==> config.mk <==
export PLATFORM = sky130hd
export DESIGN_NAME = video_sync_generator_flat
export DESIGN_NICKNAME = d
export VERILOG_FILES = /design/src/rtl/video_sync_generator_if.sv /design/src/rtl/video_sync_generator.sv /design/src/flat_wrapper.sv
export SDC_FILE = /design/constraint.sdc
export NUM_CORES = 1
export LEC_CHECK = 0
export CORE_MARGIN = 2
export CORE_UTILIZATION = 50
export DETAILED_ROUTE_END_ITERATION = 6
export MAX_ROUTING_LAYER = met4
export PLACE_DENSITY = 0.76
export SETUP_SLACK_MARGIN = 0.5
export SKIP_CTS_REPAIR_TIMING = 1
export SLEW_MARGIN = 20
export SYNTH_ARGS = -nofsm -noshare
export SYNTH_HDL_FRONTEND = slang
export SYNTH_SLANG_ARGS = --single-unit
==> constraint.sdc <==
create_clock -name clock -period 3.2 [get_ports clock]
set_input_delay 0.64 -clock clock [delete_from_list [all_inputs] [get_ports clock]]
set_output_delay 0.64 -clock clock [all_outputs]
set_load 0.03 [all_outputs]
==> src/rtl/video_sync_generator_if.sv <==
// Pixel timing bundle between the sync generator and video_compositor.
// master: frame_select_request in, timing/position/address outputs out.
interface video_sync_generator_if;
  logic        frame_select_request;
  logic        frame_select_memory;
  logic [16:0] fb_read_address;
  logic        fb_read_enable;
  logic [9:0]  pixel_x_pos;
  logic [9:0]  pixel_y_pos;
  logic        video_hsync;
  logic        video_vsync;
  logic        video_blank_n;
  logic        frame_start;

  modport master (
    input  frame_select_request,
    output frame_select_memory,
    output fb_read_address,
    output fb_read_enable,
    output pixel_x_pos,
    output pixel_y_pos,
    output video_hsync,
    output video_vsync,
    output video_blank_n,
    output frame_start
  );

  modport slave (
    output frame_select_request,
    input  frame_select_memory,
    input  fb_read_address,
    input  fb_read_enable,
    input  pixel_x_pos,
    input  pixel_y_pos,
    input  video_hsync,
    input  video_vsync,
    input  video_blank_n,
    input  frame_start
  );
endinterface

==> src/rtl/video_sync_generator.sv <==
// VGA timing generator with framebuffer read addressing and latency-aligned outputs.
// Ports: clock, reset (sync, active-high), vid (video_sync_generator_if.master).
module video_sync_generator #(
  parameter int MEM_LATENCY = 2,
  parameter int H_ACTIVE    = 640,
  parameter int H_FRONT     = 16,
  parameter int H_SYNC      = 96,
  parameter int H_BACK      = 48,
  parameter int V_ACTIVE    = 480,
  parameter int V_FRONT     = 10,
  parameter int V_SYNC      = 2,
  parameter int V_BACK      = 33
) (
  input logic clock,
  input logic reset,
  video_sync_generator_if.master vid
);
  localparam int H_TOTAL = H_ACTIVE + H_FRONT + H_SYNC + H_BACK;
  localparam int V_TOTAL = V_ACTIVE + V_FRONT + V_SYNC + V_BACK;
  localparam int DEPTH   = MEM_LATENCY + 1;

  localparam logic [9:0] H_LAST = 10'(H_TOTAL - 1);
  localparam logic [9:0] V_LAST = 10'(V_TOTAL - 1);
  localparam logic [9:0] H_VIS  = 10'(H_ACTIVE);
  localparam logic [9:0] V_VIS  = 10'(V_ACTIVE);
  localparam logic [9:0] HS_BEG = 10'(H_ACTIVE + H_FRONT);
  localparam logic [9:0] HS_END = 10'(H_ACTIVE + H_FRONT + H_SYNC - 1);
  localparam logic [9:0] VS_BEG = 10'(V_ACTIVE + V_FRONT);
  localparam logic [9:0] VS_END = 10'(V_ACTIVE + V_FRONT + V_SYNC - 1);

  logic [9:0]  h_count;
  logic [9:0]  v_count;
  logic        raw_active;
  logic        raw_hsync;
  logic        raw_vsync;
  logic [8:0]  x_half;
  logic [8:0]  y_half;
  logic [16:0] addr_next;
  logic [16:0] addr_q;
  logic        en_q;
  logic        start_q;
  logic        fsel_q;

  logic [9:0]  h_d   [DEPTH];
  logic [9:0]  v_d   [DEPTH];
  logic        hs_d  [DEPTH];
  logic        vs_d  [DEPTH];
  logic        act_d [DEPTH];

  always_ff @(posedge clock) begin
    if (reset) begin
      h_count <= '0;
      v_count <= '0;
    end else if (h_count == H_LAST) begin
      h_count <= '0;
      v_count <= (v_count == V_LAST) ? '0 : v_count + 10'd1;
    end else begin
      h_count <= h_count + 10'd1;
    end
  end

  assign raw_active = (h_count < H_VIS) && (v_count < V_VIS);
  assign raw_hsync  = !((h_count >= HS_BEG) && (h_count <= HS_END));
  assign raw_vsync  = !((v_count >= VS_BEG) && (v_count <= VS_END));

  // 320-wide half-resolution framebuffer: y*320 = y*256 + y*64
  assign x_half    = h_count[9:1];
  assign y_half    = v_count[9:1];
  assign addr_next = {y_half, 8'd0}
                   + {2'd0, y_half, 6'd0}
                   + {8'd0, x_half};

  always_ff @(posedge clock) begin
    if (reset) begin
      addr_q <= '0;
      en_q   <= 1'b0;
    end else begin
      en_q <= raw_active;
      if (raw_active)
        addr_q <= addr_next;
    end
  end

  // Stage 0 sits beside the address register; the remaining
  // MEM_LATENCY stages shadow the framebuffer read pipeline.
  always_ff @(posedge clock) begin
    if (reset) begin
      for (int i = 0; i < DEPTH; i++) begin
        h_d[i]   <= '0;
        v_d[i]   <= '0;
        hs_d[i]  <= 1'b1;
        vs_d[i]  <= 1'b1;
        act_d[i] <= 1'b0;
      end
    end else begin
      h_d[0]   <= h_count;
      v_d[0]   <= v_count;
      hs_d[0]  <= raw_hsync;
      vs_d[0]  <= raw_vsync;
      act_d[0] <= raw_active;
      for (int i = 1; i < DEPTH; i++) begin
        h_d[i]   <= h_d[i-1];
        v_d[i]   <= v_d[i-1];
        hs_d[i]  <= hs_d[i-1];
        vs_d[i]  <= vs_d[i-1];
        act_d[i] <= act_d[i-1];
      end
    end
  end

  // Decoded from the stage feeding the outputs so the pulse lines up
  // with the delayed (0,0). Qualifying with active keeps the all-zero
  // reset contents of the delay line from looking like a frame start.
  always_ff @(posedge clock) begin
    if (reset)
      start_q <= 1'b0;
    else
      start_q <= act_d[DEPTH-2]
              && (h_d[DEPTH-2] == '0)
              && (v_d[DEPTH-2] == '0);
  end

  // Swap only at the top of vertical blanking so a frame never tears.
  always_ff @(posedge clock) begin
    if (reset)
      fsel_q <= 1'b0;
    else if ((h_count == '0) && (v_count == V_VIS))
      fsel_q <= vid.frame_select_request;
  end

  assign vid.frame_select_memory = fsel_q;
  assign vid.fb_read_address     = addr_q;
  assign vid.fb_read_enable      = en_q;
  assign vid.pixel_x_pos         = h_d[DEPTH-1];
  assign vid.pixel_y_pos         = v_d[DEPTH-1];
  assign vid.video_hsync         = hs_d[DEPTH-1];
  assign vid.video_vsync         = vs_d[DEPTH-1];
  assign vid.video_blank_n       = act_d[DEPTH-1];
  assign vid.frame_start         = start_q;
endmodule

==> src/flat_wrapper.sv <==
// flat-port wrapper written by rule: the top's interface ports become plain ports
module video_sync_generator_flat 
#(
  parameter int MEM_LATENCY = 2,
  parameter int H_ACTIVE    = 640,
  parameter int H_FRONT     = 16,
  parameter int H_SYNC      = 96,
  parameter int H_BACK      = 48,
  parameter int V_ACTIVE    = 480,
  parameter int V_FRONT     = 10,
  parameter int V_SYNC      = 2,
  parameter int V_BACK      = 33
)
  (clock, reset, vid_frame_select_request, vid_frame_select_memory, vid_fb_read_address, vid_fb_read_enable, vid_pixel_x_pos, vid_pixel_y_pos, vid_video_hsync, vid_video_vsync, vid_video_blank_n, vid_frame_start);
  video_sync_generator_if vid_i ();
  input logic clock;
  input logic reset;
  input wire logic [$bits(vid_i.frame_select_request)-1:0] vid_frame_select_request;
  output wire logic [$bits(vid_i.frame_select_memory)-1:0] vid_frame_select_memory;
  output wire logic [$bits(vid_i.fb_read_address)-1:0] vid_fb_read_address;
  output wire logic [$bits(vid_i.fb_read_enable)-1:0] vid_fb_read_enable;
  output wire logic [$bits(vid_i.pixel_x_pos)-1:0] vid_pixel_x_pos;
  output wire logic [$bits(vid_i.pixel_y_pos)-1:0] vid_pixel_y_pos;
  output wire logic [$bits(vid_i.video_hsync)-1:0] vid_video_hsync;
  output wire logic [$bits(vid_i.video_vsync)-1:0] vid_video_vsync;
  output wire logic [$bits(vid_i.video_blank_n)-1:0] vid_video_blank_n;
  output wire logic [$bits(vid_i.frame_start)-1:0] vid_frame_start;
  assign vid_i.frame_select_request = vid_frame_select_request;
  assign vid_frame_select_memory = vid_i.frame_select_memory;
  assign vid_fb_read_address = vid_i.fb_read_address;
  assign vid_fb_read_enable = vid_i.fb_read_enable;
  assign vid_pixel_x_pos = vid_i.pixel_x_pos;
  assign vid_pixel_y_pos = vid_i.pixel_y_pos;
  assign vid_video_hsync = vid_i.video_hsync;
  assign vid_video_vsync = vid_i.video_vsync;
  assign vid_video_blank_n = vid_i.video_blank_n;
  assign vid_frame_start = vid_i.frame_start;
  video_sync_generator #(.MEM_LATENCY(MEM_LATENCY), .H_ACTIVE(H_ACTIVE), .H_FRONT(H_FRONT), .H_SYNC(H_SYNC), .H_BACK(H_BACK), .V_ACTIVE(V_ACTIVE), .V_FRONT(V_FRONT), .V_SYNC(V_SYNC), .V_BACK(V_BACK)) u_core (.clock(clock), .reset(reset), .vid(vid_i));
endmodule
Yosys cells after proc, flatten, opt, wreduce, memory -nomap -nowiden
Memory sizes are Yosys's and may differ from the RTL's. Index checks and enable logic that the tools add are counted.

Flip-flop bits (word level): 40. Memory bits (writable): 69. Input port bits: 3. Word-level logic and storage cells: 70. Memories: 5.

Memory list: u_core.h_d (depth 3, bits a word 10, read ports 3, clocked after memory_dff 0, wr ports 3, RTL line video_sync_generator.sv:44) `logic [9:0] h_d [DEPTH];`; u_core.v_d (depth 3, bits a word 10, read ports 3, clocked after memory_dff 0, wr ports 3, RTL line video_sync_generator.sv:45) `logic [9:0] v_d [DEPTH];`; u_core.act_d (depth 3, bits a word 1, read ports 3, clocked after memory_dff 0, wr ports 3, RTL line video_sync_generator.sv:48) `logic act_d [DEPTH];`; u_core.hs_d (depth 3, bits a word 1, read ports 3, clocked after memory_dff 0, wr ports 3, RTL line video_sync_generator.sv:46) `logic hs_d [DEPTH];`; u_core.vs_d (depth 3, bits a word 1, read ports 3, clocked after memory_dff 0, wr ports 3, RTL line video_sync_generator.sv:47) `logic vs_d [DEPTH];`.

Add/subtract/negate cells: 4. Order comparisons: 6. Equality and inequality tests: 3. Muxes and demuxes: 19. Bitwise gates (word level): 15. Reductions and logical operators: 12.

Operator list (count): 2-to-1 mux 10 bit (7); logical NOT 10 bit (3); adder 10 x 1 -> 10 bit (second input constant) (2); == test 10 bit (second input constant) (2); adder 17 x 15 -> 17 bit (1); adder 17 x 9 -> 17 bit (1); OR 1 bit (15); 2-to-1 mux 1 bit (12); == test 10 x 9 -> 1 bit (second input constant) (1); greater-or-equal comparator 10 bit (second input constant) (1); greater-or-equal comparator 10 x 9 -> 1 bit (second input constant) (1); less-or-equal comparator 10 bit (second input constant) (1); less-or-equal comparator 10 x 9 -> 1 bit (second input constant) (1); less-than comparator 10 bit (second input constant) (1); less-than comparator 10 x 9 -> 1 bit (second input constant) (1); logical AND 1 bit (6); logical NOT 1 bit (2); OR reduction 2 bit (1).

Depth between registers and ports, before layout
Gate-level depths: netlist of the first run.

Depth in word-level cells: 4. Mapped depth: 7. Depth with buffers taken out: 7.

Worst setup path before layout of the first run
No wires, ideal clock.

Path type: flip-flop to flip-flop. From: register u_core.v_count[3]. To: register u_core.addr_q[15] (netlist: u_core.vid.fb_read_address[15]). Library setup time: 0.062 ns. Arrival: 2.201 ns. Data required time: 3.138 ns. Path slack: 0.936 ns. Cell stages (with the launch flop): 7. Path through: dfxtp_1 -> fa_1 -> fa_1 -> nand3_1 -> a211oi_1 -> or4_1 -> nand3_1.

Word-level cells in the longest chain between the ends: 2. Elaborated cells on any way between the ends: 4. Classes of those cells: add/sub (2); order compare (1); reduce/logical (1).

Ends and longest elaborated chain: start: declaration (RTL line video_sync_generator.sv:32) `logic [9:0] v_count;`; start signal: assignment (RTL line video_sync_generator.sv:56) `v_count <= (v_count == V_LAST) ? '0 : v_count + 10'd1;`; adder 17 x 15 -> 17 bit or less-than comparator 10 x 9 -> 1 bit (tied branches) (RTL line video_sync_generator.sv:70, video_sync_generator.sv:62); adder 17 x 9 -> 17 bit or logical AND 1 bit (tied branches) (RTL line video_sync_generator.sv:71, video_sync_generator.sv:62); end signal: assignment (RTL line video_sync_generator.sv:80) `addr_q <= addr_next;`; end: declaration (RTL line video_sync_generator.sv:39) `logic [16:0] addr_q;`.

Several ways; a longest one is shown, not always the timed one. A chain may end at the register's enable or synchronous reset.

Worst setup path after layout of the first run
Ends and elaborated chain as after synthesis.

==> results of run 1 <==
[path summary, 6_finish.rpt]
path | start | endpoint | slack [ps] | cells past startpoint
worst max-delay path | u_core.v_count[3]$_SDFFE_PP0P_ | u_core.vid.fb_read_address[15]$_SDFFE_PP0P_ | 720 | 6
worst min-delay path | u_core.hs_d[0][0]$_SDFF_PP1_ | u_core.hs_d[0][1]$_SDFF_PP1_ | 420 | 1
worst max register to register | u_core.v_count[3]$_SDFFE_PP0P_ | u_core.vid.fb_read_address[15]$_SDFFE_PP0P_ | 720 | 6
worst min register to register | u_core.hs_d[0][0]$_SDFF_PP1_ | u_core.hs_d[0][1]$_SDFF_PP1_ | 420 | 1
[worst max-delay path, stage by stage (launching register included)]
cell	delay [ps]
dfxtp_1	550
fa_1	540
fa_1	480
nand3_1	160
a211oi_1	110
or4_1	510
nand3_1	90
[cell families after synthesis]
kind of cell,count (synthesis),share of synthesized area (%)
flip-flops,108,51.2
AND/OR/NAND/NOR,190,24.8
XOR/XNOR,12,2.49
adder cells (fa/ha/maj),23,7.17
AO/OA/AOI/OAI,55,7.88
buffers and inverters,46,6.40
[final cells by class]
type	count	share of cell area, %
Inverter	5	0.393
Tap cell	105	2.75
Sequential cell	108	45.2
Multi-Input combinational cell	280	37.4
Clock buffer	9	2.59
Clock inverter	7	1.96
Timing Repair Buffer	47	9.63
[through the flow]
step,hold slack [ps],cells
after floorplan,389,434
after global placement,395,545
after detailed placement,393,545
after CTS,419,561
after global routing,443,561
final,416,561
[state kept, by name, summed over array words and instances (netlist names)]
register and flops:
u_core.v_count 10, u_core.hs_d 3, u_core.v_d 30, u_core.h_d 30
u_core.vid.fb_read_address 17, u_core.vid.frame_select_memory 1, u_core.h_count 10, u_core.act_d 3
u_core.vid.frame_start 1, u_core.vs_d 3
[layout by cell type (no fill, tap or decap), drive strengths merged, types with 2 or more instances in the layout]
cell type,instances
and4,4
inv,8
clkbuf,9
xor2,7
nand4b,3
dfxtp,108
and3,6
nand4,5
a21o,4
or4,4
o31ai,2
clkinv,2
buf,3
nor4,8
nor3,5
a21oi,27
a31oi,2
ha,21
a2111o,2
nor2,24
clkdlybuf4s50,44
or3,5
o211ai,3
or2,5
a211oi,2
nand2,38
nand3,21
nor2b,59
fa,2
xnor2,5
o21ai,9
[metal layers]
metal	wire length [um]	global-route usage, %
met1	3410	22.5
met2	3270	25.8
met3	431	4.86
met4	116	7.38
met5	0	-
[power breakdown]
group | internal (W) | switching, W | leakage [nW]
logic | 0.0000199 | 0.0000390 | 0.887
clock network | 0.000383 | 0.000491 | 0.107
registers | 0.00135 | 0.00000798 | 0.872
total | 0.00176 | 0.000538 | 1.87
==> results by group, run 1 <==
Run status
  – Status: finished, final reports clean

Clock network
  – CTS Buf Count: 9
  – CTS clk-pin slew, worst paths: 110 ps
  – Clock sink count: around 110
  – CTS tree: yes
  – Clk buf depth: 2
  – Clock root cell: clkbuf_8
  – H-tree Lvls: 3
  – Clk_lat worst skew: between 300 and 400 ps

Global routing
  – Vias in the first global route: 2579
  – First-pass GRT wire length: 11900 um
  – Antenna violations before repair: 0
  – Remaining Overflow, GRT: 0
  – Pin count of the biggest net entering global routing: 50
  – GRT Total Usage: roughly 17%

Die
  – Core area: ~8200 um2
  – DIE AREA: around 9200 um2
  – Num ports: 46
  – DIE HEIGHT: between 90 and 100 um
  – Chip width: between 90 and 100 um
  – Initial Utilization: approximately half
  – Site Rows: 33

Drt
  – Final routed DRC violation total: 0
  – Final WL: just over 7000 um
  – Initial detailed-routing violation count: between 150 and 200
  – Vias per inst: just over 5
  – Routed len/inst: around 13 um
  – Detail Route Antenna Nets: 0
  – DRT Pass-1 Iters: 4
  – Routed vias: about 2900

Synthesis
  – Most used DFF post-synth: dfxtp_1
  – Post-synth top area share: slightly above 50%
  – Number of synthesized register bits: ~110
  – Most common cell in the netlist: dfxtp_1
  – Post-synth ARST share: 0%
  – Synth warn: 0
  – Number of synthesized flops with an enable pin: 0
  – Synth top cells by count: dfxtp_1, nor2b_1, nand2_1
  – Post-synthesis cell count: 434
  – Dominant cell type by area after synthesis: dfxtp_1
  – Syn avg cell area: 9.73 um2
  – Yosys cell types: 44
  – Syn Nets: 460
  – Register area share after synthesis: about half
  – Top post-synthesis cells by area: dfxtp_1, nor2b_1, ha_1, buf_4, nand2_1
  – Netlist Area Pre-Place: approximately 4200 um2

Layout
  – Filler cells: 721
  – Design Area, Final: roughly 4800 um2
  – FF/Latch Area: 2160 um2
  – N_diodes: 0
  – Share of layout cells above drive strength 1: ~6.1%
  – Multi-input gate area: ~1800 um2
  – Area Growth Syn to Fin: 13.2%
  – Final Util: 58.2%
  – # nets final: approximately 480

Power
  – Max VDD drop: ~0.24 mV
  – PD cells: slightly below 500 nW/um2
  – Leakage: roughly 1.9 nW
  – Total Power: ~0.0023 W

Job
  – Max-cap violations: 0

STA
  – Setup WS post-layout: approximately 700 ps
  – Max-slew violation count: 0
  – Fin crit period: ~2500 ps
  – Slew headroom: roughly a third
  – Final setup viols: 0
  – Clock skew: ~16 ps
  – Period utilization: around 78%
  – Endpoints failing hold: 0
  – Fmax: 0.403 GHz
  – Setup TNS: 0 ps
  – Worst Max-Slew Pin Slew: roughly 970 ps
  – RSZ-0062 raised after global routing: no

Place
  – Pre-CTS setup slack: between 700 and 800 ps
  – RePlAce Congestion: between 0.8 and 0.9
  – Detailed-placement wirelength estimate: 4980 um
  – Port Buffer Count: 45
  – Dpl cell area: 4560 um2

Setup path
  – Critical Path Source Type: register
  – Worst EP required: ~3500 ps
  – CP Class: register to register
  – Data arrival time of the critical path: approximately 2800 ps
  – Worst Path Max Fanout: 9
  – Endpoint class of the critical path: register

Min path
  – Hold Path Class: register to register
No activity file was read; power rests on OpenSTA's default activity.
==> inputs of run 2 (changes only) <==
==> constraint.sdc (replaced) <==
create_clock -name clock -period 2.4 [get_ports clock]
set_input_delay 0.48 -clock clock [delete_from_list [all_inputs] [get_ports clock]]
set_output_delay 0.48 -clock clock [all_outputs]
set_load 0.03 [all_outputs]
==> results by group, run 2 (same netlist as run 1, synthesis figures left out) <==
Run status
  – Status: finished, final reports clean

Power
  – Net Switching: 0.000715 W (+33%)
  – Clock power share: 36.3% (-1.8 points)
  – Leakage: 2.22 nW (+19%)
  – Reg power frac: 60.7% (+1.4 points)
  – Sw frac: 23.9% (+0.49 points)
  – Max VDD drop: 0.322 mV (+36%)
  – Combinational share of power: 3.0% (+0.4 points)
  – PD cells: 589 nW/um2 (+23%)
  – P_int: 0.00227 W (+29%)

Drt
  – Detail Route Antenna Nets: 0 (unchanged)
  – Final WL: 8060 um (+12%)
  – Initial detailed-routing violation count: 188 (-4.1%)
  – Final routed DRC violation total: 0 (unchanged)
  – Routed vias: 3040 (+4.5%)
  – Vias per inst: 5.30 (+2.2%)
  – DRT Pass-1 Iters: 4 (unchanged)
  – Routed len/inst: 14.0 um (+9.1%)

STA
  – Fin crit period: 2180 ps (-307 ps)
  – Period utilization: 90.7% (+13 points)
  – Slew headroom: 60.7% (+26 points)
  – RSZ-0062 raised after global routing: yes
  – Worst Max-Slew Pin Slew: 585 ps (-384 ps)
  – Clock skew: 7.83 ps (-7.94 ps)
  – Max-slew violation count: 0 (unchanged)
  – Setup TNS: 0 ps (unchanged)
  – Setup WS post-layout: 224 ps (-493 ps)
  – Endpoints failing hold: 0 (unchanged)
  – Final setup viols: 0 (unchanged)
  – Fmax: 0.460 GHz (+14%)

Global routing
  – Met3 Resource Use GR: 4.46% (-0.39 points)
  – Met2 GRT Util: 31.2% (+5.4 points)
  – Remaining Overflow, GRT: 0 (unchanged)
  – Most used routing layer: met2
  – Vias in the first global route: 2858 (+11%)
  – Antenna violations before repair: 0 (unchanged)
  – Met1 usage: 22.1% (-0.42 points)
  – First-pass GRT wire length: 13000 um (+9.0%)
  – Pin count of the biggest net entering global routing: 90 (+80%)
  – GRT Total Usage: 18.7% (+1.2 points)

Clock network
  – H-tree Lvls: 3 (unchanged)
  – CTS clk-pin slew, worst paths: 110 ps (about the same)
  – Clock sink count: 108 (unchanged)
  – Clk buf depth: 2 (unchanged)
  – CTS tree: yes
  – Clk_lat worst skew: 360 ps (-20 ps)
  – Clock root cell: clkbuf_8
  – CTS Buf Count: 9 (unchanged)

Setup path
  – Critical Path Source Type: register
  – Worst Path Max Fanout: 5 (-4)
  – Reg2reg setup slack: 220 ps (-490 ps)
  – Worst Path Buf+Inv: 0 (unchanged)
  – Worst EP required: 2710 ps (-820 ps)
  – R2R Path End: u_core.vid.fb_read_address[15]$_SDFFE_PP0P_
  – R2r startpoint: u_core.v_count[3]$_SDFFE_PP0P_
  – Data arrival time of the critical path: 2490 ps (-320 ps)
  – CP endpoint: u_core.vid.fb_read_address[15]$_SDFFE_PP0P_
  – CP peak stage delay: 510 ps (-40 ps)
  – Crit-path cells: fa_2 > fa_2 > nand3_4 > a211oi_1 > or4_1 > nand3_1
  – Crit-path leading delay family: adder cells
  – CP Class: register to register
  – Crit-path most repeated cell: fa_2
  – Worst path depth: 6 (unchanged)
  – R2R depth: 6 (unchanged)
  – Crit. Startpoint: u_core.v_count[3]$_SDFFE_PP0P_
  – Slowest stage cell on the critical path: fa_2
  – Endpoint class of the critical path: register

Layout
  – Most frequent cells in the layout: dfxtp_1, nor2b_1, nand2_1
  – Share of layout cells above drive strength 1: 14.9% (+8.8 points)
  – FF/Latch Area: 2190 um2 (+1.4%)
  – Multi-input gate area: 1910 um2 (+6.8%)
  – Area Growth Syn to Fin: 20.0%
  – Filler cells: 694 (-3.7%)
  – # nets final: 490 (+2.7%)
  – Commonest non-fill, non-tap cell in the layout: dfxtp_1
  – N_diodes: 0 (unchanged)

Place
  – Port Buffer Count: 45 (unchanged)
  – Pre-CTS setup slack: 120 ps (-617 ps)
  – RePlAce Congestion: 0.890 (+3.1%)
  – Detailed-placement wirelength estimate: 5150 um (+3.5%)

Die
  – Core area: 8220 um2 (unchanged)
  – Chip width: 95.9 um (unchanged)
  – Num ports: 46 (unchanged)
  – Initial Utilization: 51.4% (unchanged)
  – DIE AREA: 9190 um2 (unchanged)
  – DIE HEIGHT: 95.9 um (unchanged)
  – Site Rows: 33 (unchanged)

Min path
  – Hold Path Class: register to register

Job
  – Max-cap violations: 0 (unchanged)
-- run 2: changes by cell type in the layout (fill, tap and decap cells not counted), moves of 5 or more --
cell,previous run,this run
dfxtp_2,0,7
dfxtp_1,108,95
dfxtp_4,0,6
buf_4,2,13
clkdlybuf4s50_1,44,28
dlymetal6s2s_1,0,16
a21oi_1,27,22
-- run 2: cell type report --
type | instances | share of cell area, %
Clock inverter | 6 | 1.28
Sequential cell | 108 | 43.3
Timing Repair Buffer | 60 | 12.0
Clock buffer | 10 | 2.72
Inverter | 5 | 0.371
Multi-Input combinational cell | 280 | 37.7
Tap cell | 105 | 2.59
-- run 2: through the flow --
step | hold slack (ps) | instance area [um2] | util, % | total power, W | cells
finish | 415 | 5060 | 61.6 | 0.00298 | 574
global route | 431 | 5060 | 61.6 | 0.00308 | 574
CTS | 413 | 4850 | 59.0 | 0.00301 | 566
detailed placement | 396 | 4640 | 56.5 | 0.00194 | 550
global placement | 393 | 4640 | 56.5 | 0.00194 | 550
floorplan | 389 | 4250 | - | 0.00191 | 434
-- run 2: worst register-to-register path: stages (launching register included) --
cell	delay, ps
dfxtp_4	380
fa_2	510
fa_2	430
nand3_4	90
a211oi_1	90
or4_1	510
nand3_1	110
-- run 2: layer usage --
layer / wire length [um] / share of wire [%]
met3: 513 / 6.4
met4: 230 / 2.9
met2: 3840 / 48
met5: 0 / 0
met1: 3490 / 43
-- run 2: worst min path at each step --
stage,startpoint,endpoint,slack (ps),cells past startpoint
3_5_place_dp,u_core.hs_d[0][1]$_SDFF_PP1_,u_core.hs_d[0][2]$_SDFF_PP1_,400,1
3_3_place_gp,u_core.hs_d[0][1]$_SDFF_PP1_,u_core.hs_d[0][2]$_SDFF_PP1_,390,1
5_1_grt,u_core.hs_d[0][1]$_SDFF_PP1_,u_core.hs_d[0][2]$_SDFF_PP1_,430,1
4_1_cts,u_core.vs_d[0][0]$_SDFF_PP1_,u_core.vs_d[0][1]$_SDFF_PP1_,410,1
6_report,u_core.vs_d[0][0]$_SDFF_PP1_,u_core.vs_d[0][1]$_SDFF_PP1_,420,1
2_1_floorplan,u_core.hs_d[0][0]$_SDFF_PP1_,u_core.hs_d[0][1]$_SDFF_PP1_,390,1
-- run 2: power by group through the flow --
stage                     clock [W]  combinational (W)  sequential (W)
after floorplan                   0          0.0000513         0.00186
after global placement            0          0.0000834         0.00186
after global routing        0.00117          0.0000988         0.00181
final                       0.00108          0.0000896         0.00181
after CTS                   0.00111          0.0000844         0.00181
after detailed placement          0          0.0000843         0.00186
